==> src/rtl/instr_dispatch_scheduler_if.sv <==
// instr_dispatch_scheduler_if: processor-side push bus plus datapath dispatch/done handshake
interface instr_dispatch_scheduler_if #(
    parameter int PTR_BITS = 3
);
    logic                clk_en;
    logic [31:0]         dataA;
    logic [31:0]         dataB;
    logic                printtingScreen;
    logic                done;
    logic [31:0]         out_dataA;
    logic [31:0]         out_dataB;
    logic                issue;
    logic                busy;
    logic                full;
    logic                empty;
    logic [PTR_BITS:0]   count;
    logic                overflow;
    logic                timeout_err;

    modport master (
        output clk_en, dataA, dataB, printtingScreen, done,
        input  out_dataA, out_dataB, issue, busy, full, empty, count, overflow, timeout_err
    );

    modport slave (
        input  clk_en, dataA, dataB, printtingScreen, done,
        output out_dataA, out_dataB, issue, busy, full, empty, count, overflow, timeout_err
    );
endinterface

==> src/rtl/instr_dispatch_scheduler.sv <==
// instr_dispatch_scheduler: FIFO-buffered custom-instruction dispatcher with sprite-memory blanking gate and done watchdog
module instr_dispatch_scheduler #(
    parameter int         DEPTH      = 8,
    parameter int         PTR_BITS   = $clog2(DEPTH),
    parameter logic [3:0] MEM_OPCODE = 4'b0001,
    parameter int         TIMEOUT    = 255
) (
    input logic clk,
    input logic reset,
    instr_dispatch_scheduler_if.slave bus
);
    typedef enum logic [1:0] {IDLE, WAIT_WINDOW, ISSUE, WAIT_DONE} state_t;

    state_t              state_q, state_d;
    logic [63:0]         mem_q [DEPTH];
    logic [PTR_BITS-1:0] wr_ptr_q, rd_ptr_q;
    logic [PTR_BITS:0]   count_q, count_d;
    logic [7:0]          timer_q, timer_d;
    logic [31:0]         out_a_q, out_b_q;
    logic [1:0]          sync_q;
    logic                full_q, empty_q, overflow_q, timeout_q;
    logic                push, pop, timed_out;

    assign push    = bus.clk_en && !full_q;
    assign pop     = state_q == IDLE && !empty_q;
    assign count_d = count_q + (PTR_BITS+1)'(push) - (PTR_BITS+1)'(pop);

    assign bus.out_dataA   = out_a_q;
    assign bus.out_dataB   = out_b_q;
    assign bus.issue       = state_q == ISSUE;
    assign bus.busy        = state_q != IDLE;
    assign bus.full        = full_q;
    assign bus.empty       = empty_q;
    assign bus.count       = count_q;
    assign bus.overflow    = overflow_q;
    assign bus.timeout_err = timeout_q;

    // Dispatch sequencing: hold memory writes while the print module scans, then watch for done
    always_comb begin
        state_d   = state_q;
        timer_d   = timer_q;
        timed_out = 1'b0;
        case (state_q)
            IDLE:        state_d = empty_q ? IDLE : WAIT_WINDOW;
            WAIT_WINDOW: state_d = (out_a_q[3:0] == MEM_OPCODE && sync_q[1]) ? WAIT_WINDOW : ISSUE;
            ISSUE: begin
                timer_d = '0;
                state_d = WAIT_DONE;
            end
            default: begin
                if (bus.done) begin
                    state_d = IDLE;
                end else if (timer_q == 8'(TIMEOUT - 1)) begin
                    timed_out = 1'b1;
                    state_d   = IDLE;
                end else begin
                    timer_d = timer_q + 8'd1;
                end
            end
        endcase
    end

    // FIFO storage has no reset; stale entries are unreachable once the pointers clear
    always_ff @(posedge clk) begin
        if (push) mem_q[wr_ptr_q] <= {bus.dataA, bus.dataB};
    end

    // Control state, pointers, flags, synchronizer and the dispatched word
    always_ff @(posedge clk or posedge reset) begin
        if (reset) begin
            state_q    <= IDLE;
            wr_ptr_q   <= '0;
            rd_ptr_q   <= '0;
            count_q    <= '0;
            timer_q    <= '0;
            out_a_q    <= '0;
            out_b_q    <= '0;
            sync_q     <= '0;
            full_q     <= 1'b0;
            empty_q    <= 1'b1;
            overflow_q <= 1'b0;
            timeout_q  <= 1'b0;
        end else begin
            state_q    <= state_d;
            timer_q    <= timer_d;
            sync_q     <= {sync_q[0], bus.printtingScreen};
            count_q    <= count_d;
            full_q     <= count_d == (PTR_BITS+1)'(DEPTH);
            empty_q    <= count_d == '0;
            overflow_q <= overflow_q | (bus.clk_en & full_q);
            timeout_q  <= timeout_q | timed_out;
            if (push) wr_ptr_q <= wr_ptr_q + 1'b1;
            if (pop) begin
                rd_ptr_q <= rd_ptr_q + 1'b1;
                {out_a_q, out_b_q} <= mem_q[rd_ptr_q];
            end
        end
    end
endmodule

==> src/flat_wrapper.sv <==
// flat-port wrapper written by rule: the top's interface ports become plain ports
module instr_dispatch_scheduler_flat 
#(
    parameter int         DEPTH      = 8,
    parameter int         PTR_BITS   = $clog2(DEPTH),
    parameter logic [3:0] MEM_OPCODE = 4'b0001,
    parameter int         TIMEOUT    = 255
)
  (clk, reset, bus_clk_en, bus_dataA, bus_dataB, bus_printtingScreen, bus_done, bus_out_dataA, bus_out_dataB, bus_issue, bus_busy, bus_full, bus_empty, bus_count, bus_overflow, bus_timeout_err);
  instr_dispatch_scheduler_if #(.PTR_BITS(PTR_BITS)) bus_i ();
  input logic clk;
  input logic reset;
  input wire logic [$bits(bus_i.clk_en)-1:0] bus_clk_en;
  input wire logic [$bits(bus_i.dataA)-1:0] bus_dataA;
  input wire logic [$bits(bus_i.dataB)-1:0] bus_dataB;
  input wire logic [$bits(bus_i.printtingScreen)-1:0] bus_printtingScreen;
  input wire logic [$bits(bus_i.done)-1:0] bus_done;
  output wire logic [$bits(bus_i.out_dataA)-1:0] bus_out_dataA;
  output wire logic [$bits(bus_i.out_dataB)-1:0] bus_out_dataB;
  output wire logic [$bits(bus_i.issue)-1:0] bus_issue;
  output wire logic [$bits(bus_i.busy)-1:0] bus_busy;
  output wire logic [$bits(bus_i.full)-1:0] bus_full;
  output wire logic [$bits(bus_i.empty)-1:0] bus_empty;
  output wire logic [$bits(bus_i.count)-1:0] bus_count;
  output wire logic [$bits(bus_i.overflow)-1:0] bus_overflow;
  output wire logic [$bits(bus_i.timeout_err)-1:0] bus_timeout_err;
  assign bus_i.clk_en = bus_clk_en;
  assign bus_i.dataA = bus_dataA;
  assign bus_i.dataB = bus_dataB;
  assign bus_i.printtingScreen = bus_printtingScreen;
  assign bus_i.done = bus_done;
  assign bus_out_dataA = bus_i.out_dataA;
  assign bus_out_dataB = bus_i.out_dataB;
  assign bus_issue = bus_i.issue;
  assign bus_busy = bus_i.busy;
  assign bus_full = bus_i.full;
  assign bus_empty = bus_i.empty;
  assign bus_count = bus_i.count;
  assign bus_overflow = bus_i.overflow;
  assign bus_timeout_err = bus_i.timeout_err;
  instr_dispatch_scheduler #(.DEPTH(DEPTH), .PTR_BITS(PTR_BITS), .MEM_OPCODE(MEM_OPCODE), .TIMEOUT(TIMEOUT)) u_core (.clk(clk), .reset(reset), .bus(bus_i));
endmodule
==> config.mk <==
export PLATFORM = sky130hd
export DESIGN_NAME = instr_dispatch_scheduler_flat
export DESIGN_NICKNAME = d
export VERILOG_FILES = /design/src/rtl/instr_dispatch_scheduler_if.sv /design/src/rtl/instr_dispatch_scheduler.sv /design/src/flat_wrapper.sv
export SDC_FILE = /design/constraint.sdc
export NUM_CORES = 1
export LEC_CHECK = 0
export BUFFER_PORTS_ARGS = -buffer_cell sky130_fd_sc_hd__buf_2
export CORE_MARGIN = 1
export CORE_UTILIZATION = 54
export CTS_CLUSTER_SIZE = 16
export DETAILED_ROUTE_END_ITERATION = 6
export PLACE_DENSITY = 0.8
export SLEW_MARGIN = 20
export SYNTH_ARGS = -nofsm -noshare
export SYNTH_HDL_FRONTEND = slang
export SYNTH_SLANG_ARGS = --single-unit
==> constraint.sdc <==
create_clock -name clk -period 5.7 [get_ports clk]
set_input_delay 0.57 -clock clk [delete_from_list [all_inputs] [get_ports clk]]
set_output_delay 0.57 -clock clk [all_outputs]
set_load 0.005 [all_outputs]
======== Word-level counts from Yosys, hierarchy flattened ========
Memory sizes are Yosys's and may differ from the RTL's. A register that Yosys moved wholly into a read port is not among the register bits.
Cells that the tools add are included.
word-level totals
  flip-flop bits (word level) ............. 26
  bits in writable memories ............... 512
  bits of input ports ..................... 69
  output and inout bits ................... 74
  logic and storage cells ................. 52
  memories ................................ 1
memories
  memory        depth  width  rd ports  clocked after Yosys merged registers in  wr ports  line                            text
  u_core.mem_q  8      64     1         1                                        1         instr_dispatch_scheduler.sv:15  logic [63:0] mem_q [DEPTH];
cells by class
  add/sub/neg operators ................... 5
  equality and inequality tests ........... 7
  multiplexer cells ....................... 13
  bitwise gates (word level) .............. 4
  reduce and logical (&&, ||, !) cells .... 12
operator list
  cell                                                              count
  8-bit 2-to-1 mux                                                  2
  8-bit one-hot mux with 2 select lines                             1
  8-bit by 1-bit adder with 8-bit output (second input constant)    1
  8-bit == test (second input constant)                             1
  3-bit by 1-bit adder with 3-bit output (second input constant)    2
  1-bit 2-to-1 mux                                                  6
  2-bit 2-to-1 mux                                                  3
  2-bit one-hot mux with 3 select lines                             1
  5-bit nonzero test                                                1
  4-bit by 1-bit adder with 4-bit output                            1
  4-bit by 1-bit == test with 1-bit output (second input constant)  1
  4-bit == test (second input constant)                             1
  4-bit zero test                                                   1
  4-bit by 1-bit subtractor with 4-bit output                       1
  1-bit logical AND                                                 3
  3-bit AND reduction                                               1
  3-bit OR reduction                                                1
  2-bit by 1-bit == test with 1-bit output (second input constant)  1
  2-bit == test (second input constant)                             1
  1-bit zero test                                                   2
  2-bit zero test                                                   1
  2-bit by 1-bit != test with 1-bit output (second input constant)  1
  2-bit != test (second input constant)                             1
  1-bit bitwise OR                                                  2
  other kinds (4)                                                   4

======== Depth between registers and ports, before layout ========
  depth after elaboration ................. 5
  depth in mapped cells ................... 12
  gate-level depth less buffers ........... 10

======== Worst setup path before layout ========
Ideal clock, no wire load.
  path type ............................... input to register
  from .................................... input port bus_clk_en
  to ...................................... memory u_core.mem_q[0][0], enable pin
  setup time .............................. 0.565 ns
  data arrival time ....................... 5.385 ns
  required time ........................... 5.135 ns
  slack ................................... -0.250 ns
  stages on the path ...................... 4
  buffers on the path ..................... 1
  cell sequence ........................... nor2b_1 clkbuf_1 nand2b_1 nor3_1
on the way
  longest elaborated chain between the ends .. 3
ends and longest elaborated chain
  item                                    line                            text
  from (decl)                             flat_wrapper.sv:13              input wire logic [$bits(bus_i.clk_en)-1:0] bus_clk_en;
  1-bit logical AND                       instr_dispatch_scheduler.sv:24  assign push = bus.clk_en && !full_q;
  via u_core.push                         instr_dispatch_scheduler.sv:22  logic push, pop, timed_out;
  1-bit 2-to-1 mux                        instr_dispatch_scheduler.sv:65  if (push) mem_q[wr_ptr_q] <= {bus.dataA, bus.dataB};
  1-bit 2-to-1 mux (implied by the code)  instr_dispatch_scheduler.sv:65
  to (decl)                               instr_dispatch_scheduler.sv:15
The timed path passes the listed nets, and every way through them passes these cells.

======== Worst setup path in the final report ========
  from .................................... register u_core.state_q[1]
  to ...................................... register u_core.full_q (netlist: u_core.bus.full)
on the way
  longest elaborated chain between the ends .. 4
ends and longest elaborated chain
  item                                         line                            text
  from (decl)                                  instr_dispatch_scheduler.sv:14  state_t state_q, state_d;
  from (signal assigned)                       instr_dispatch_scheduler.sv:84  state_q <= state_d;
  2-bit zero test                              instr_dispatch_scheduler.sv:25  assign pop = state_q == IDLE && !empty_q;
  1-bit logical AND                            instr_dispatch_scheduler.sv:25
  4-bit by 1-bit subtractor with 4-bit output  instr_dispatch_scheduler.sv:26  assign count_d = count_q + (PTR_BITS+1)'(push) - (PTR_BITS+1)'(pop);
  via u_core.count_d[1]                        instr_dispatch_scheduler.sv:17  logic [PTR_BITS:0] count_q, count_d;
  4-bit == test                                instr_dispatch_scheduler.sv:88  full_q <= count_d == (PTR_BITS+1)'(DEPTH);
  to (signal assigned)                         instr_dispatch_scheduler.sv:88
  to (decl)                                    instr_dispatch_scheduler.sv:21  logic full_q, empty_q, overflow_q, timeout_q;
The timed path passes the listed nets, and every way through them passes these cells.
A chain may end at the register's enable or synchronous reset.

==> results list <==
* Top achievable clock speed: 0.318 GHz
- Of the post-synthesis cell area, the dominant cell type holds 0.677.
- For flop-to-flop paths, the worst setup slack is 2.55 ns.
* Clock sink count: 602
- On the critical path, the stage with the largest delay is an instance of buf_4.
* Number of global-route vias before repair: 11300
- Routed len/inst: 24.7 um
- Max Buffers Root-to-Sink: 3
* Met3 Resource Use GR: 0.0443
- Maximum fanout along the worst path: 61
* Core box area: 41100 sq um
- X dimension of the die: 207 um
- Of the total synthesized cell area, the portion taken by full adders, half adders and majority gates is 0.00529.
- Met1 track utilization from global routing: 0.284
- Layout Area Growth over Synthesis: 14.2%
- Power density cells: 514 nW/um^2
* Final number of max-transition violations: 0
- Wire length of the first global-routing pass: 68.3 mm
* Final WL: 45.2 mm
* Critical path cell sequence: or2_2 -> nor2_4 -> buf_4 -> ha_1 -> inv_1 -> ha_1 -> inv_1 -> fa_1 -> inv_1 -> or3_1 -> nor2b_1
- The first detailed-routing pass took 7 iterations.
- For the pin with the worst max-slew slack, the measured transition is 1.09 ns.
* Syn Inst Count: 1073
- In this run, post-CTS hold repair placed 0 buffers.
- Portion of the clock cycle consumed by the worst path in the final layout: 0.552
- Worst hold-check slack: 0.0826 ns
* Syn Nets: 1151
- For this design the top-level I/O count stands at 143.
* Count of instances resized after the clock tree is built: 0
* Global route total overflow: 0
- Post-synthesis instance area: 22700 sq um
* Initial antenna violation count: 9
- Setup violations remaining at the end of the flow were counted as 0.
- The path class of the tightest hold or removal check is in2reg.
- In this run, the number of DRC markers left after iteration 0 of detailed routing was 987.
* Most used cells in the layout excluding fill and tap cells: 512 x edfxtp_1, 142 x buf_2, 128 x mux4_2
* Number of failing hold endpoints at the final stage: 0
- The worst register-to-register path ends at u_core.bus.full$_DFF_PP0_.
* Count of buffer and inverter cells on the critical path: 4
* Critical Path RT: 6.22 ns
* GRT Resource Usage Total: 0.214
- Clock buffers created by TritonCTS: 57
* Largest delay contributor family on the critical path: adder cells
* GP Congestion: 0.733
- Post-CTS Setup Repair Bufs: 0
- Of the post-synthesis cell area, the part taken by muxes is 0.157.
* DR vias: 10900
- Counting distinct cell types in the post-synthesis netlist gives 40.
- Pin count of the biggest net entering global routing: 73
- Each instance of the synthesized netlist takes up on average 21.2 sq um.
- Run status: finished, violations left
* Final worst clock skew: 0.0149 ns
- For this run, the register share of the synthesized area comes to 0.777.
- In the routed design, unresolved DRC markers number 14.
- Setup Crit Path Kind: reg2reg
- Along the worst hold path, the cell count comes to 1.
* Fraction of the mapped netlist area in compound gates: 0.0209
- Violated checks: design-rule violations
- At the worst endpoint, the arrival time is 3.67 ns.
- The initial utilization of the core area, before any placement, comes to 0.552.
- HPWL after detailed placement: 25.0 mm
* Area occupied by registers: 17600 sq um
- The analysis attributes to cell leakage a power of 8.92 nW.
* Remaining antenna violation count: 0
- The clock tree synthesis step divided the H-tree into 2 levels.
- Buffers added on ports: 142
* Number of rows created at floorplan: 74
- Async S/R FF share, synth: 0.150
* Startpoint kind of the worst setup timing path: flop
* Combinational family with the most area after synthesis: multiplexers
- In this run the most critical hold path is launched from bus_printtingScreen.
* Time the worst path needs with I/O delays and setup: 3.15 ns
- The tool flagged a number of max-cap violations equal to 0.
- By area the synthesized netlist is led by edfxtp_1 68%, mux4_2 13%, dfrtp_1 9.8%, mux2i_1 2.8%, a21oi_1 1.5%.
* Worst path max stage delay: 0.53 ns
- Setup repair after global routing left no endpoint under its margin.
- CTS tree: built
- In the global route stage, met2 resource usage came out at 0.354.
- Max-slew headroom: 0.274
- DIE HEIGHT: 207 um
- Total Negative Setup Slacks: 0 ns
- Number of fill cells in the layout: 2695
* Yosys reg bits: 602
- The path with the worst hold slack has its endpoint at u_core.sync_q[0]$_DFF_PP0_.
- The largest total area in the synthesized netlist belongs to edfxtp_1.
- Yosys warns: 0
- The design draws 13.3 mW.
- CP endpoint kind: flop
- In this run the critical register-to-register path is launched from u_core.state_q[1]$_DFFE_PP0P_.
* Fraction of layout cells with a size suffix above 1: 0.304
- Worst ir drop on vdd: 0.309 mV
* Skew-Pair Late Insertion Delay: 0.60 ns
- Die footprint: 42900 sq um
- Number of cells traversed by the worst register-to-register path: 11
- Post-layout utilization of the core: 0.631
- Leading cell type in the layout, fill and taps excluded: edfxtp_1
* Total area of multi-input combinational cells: 4780 sq um
* GRT busiest layer: met2
- In the synthesized netlist the dominant register cell turns out to be edfxtp_1.
- The synthesized design contains 512 enable-type register cells.
* Library cell appearing most often on the critical path: inv_1
- Xor/xnor cell area share of the yosys netlist: 0.00270
- Cell at the root of the clock tree: clkbuf_16
- Register clock-pin slew on the reported worst setup and hold paths: 0.06 ns
- Ratio of routed vias to standard cells: 5.94
* # nets final: 1323
- Simple-gate area share of the yosys netlist: 0.0218
[cell usage after synthesis (2+ instances only)]
library cell / n
edfxtp_1: 512
mux4_2: 128
dfrtp_1: 89
nor2_1: 76
a21oi_1: 68
mux2i_1: 64
buf_2: 26
nand2_1: 12
buf_6: 11
inv_1: 11
ha_1: 8
a21o_1: 5
buf_1: 5
xnor2_1: 5
buf_4: 4
clkbuf_1: 4
nand2b_1: 4
nor3_1: 4
a211o_1: 3
mux2_2: 3
nand3_1: 3
nor2b_1: 3
o21ai_0: 3
or2_2: 3
a31o_2: 2
or3_1: 2
xor2_1: 2
[logic make-up (layout without fill, tap and decap cells)]
| family | Yosys count | in the layout |
|---|---|---|
| and+or+nand+nor | 114 | 114 |
| muxes | 195 | 195 |
| AOI/OAI and AO/OA | 85 | 85 |
| adders and majority gates | 9 | 9 |
| other | 0 | 4 |
| buffers and inverters | 61 | 279 |
| xor gates and xnor gates | 7 | 7 |
| DFF | 602 | 602 |
[report_power, final]
| group | switching [mW] | total [mW] | internal, mW |
|---|---|---|---|
| Sequential | 0.548 | 6.19 | 5.64 |
| Combinational | 1.76 | 3.41 | 1.65 |
| Clock | 1.57 | 3.74 | 2.17 |
[metal layers]
layer,up-vias,share of wire
met4,8,0.027
li1,4689,-
met1,5649,0.40
met2,410,0.51
met5,-,0.0010
met3,103,0.063
[state kept, by name (all words and copies together) (netlist names), 3 cells and up]
signal	flops
u_core.bus.count	4
u_core.bus.out_dataA	32
u_core.bus.out_dataB	32
u_core.mem_q	512
u_core.rd_ptr_q	3
u_core.timer_q	8
u_core.wr_ptr_q	3
[worst max path at each step]
stage / from / endpoint / slack, ns / cells after the start
after CTS: u_core.bus.full$_DFF_PP0_ / u_core.mem_q[3][56]$_DFFE_PP_ / 2.38 / 4
after floorplan: bus_clk_en / u_core.mem_q[7][0]$_DFFE_PP_ / 1.47 / 4
after global placement: bus_clk_en / u_core.mem_q[3][44]$_DFFE_PP_ / 2.19 / 5
final: u_core.state_q[1]$_DFFE_PP0P_ / u_core.bus.full$_DFF_PP0_ / 2.55 / 11
after detailed placement: bus_clk_en / u_core.mem_q[3][44]$_DFFE_PP_ / 2.13 / 5
after global routing: u_core.state_q[1]$_DFFE_PP0P_ / u_core.bus.full$_DFF_PP0_ / 2.33 / 11
[layout make-up]
| class | instances | share of cell area |
|---|---|---|
| timing repair buffer | 163 | 0.0365 |
| inverter | 11 | 0.00169 |
| clock buffer | 78 | 0.0597 |
| clock inverter | 27 | 0.0113 |
| antenna | 4 | 0.000386 |
| multi-input combinational | 410 | 0.184 |
| tap | 532 | 0.0257 |
| sequential | 602 | 0.681 |
[through the flow]
stage / setup WS, ns / instance area [sq um] / std cells
2_1_floorplan: 1.47 / 22700 / 1073
3_3_place_gp: 2.19 / 24000 / 1716
3_5_place_dp: 2.13 / 24000 / 1716
4_1_cts: 2.38 / 25900 / 1821
5_1_grt: 2.33 / 25900 / 1826
6_report: 2.55 / 25900 / 1827
Note: power is estimated with default switching activity, not from simulation.
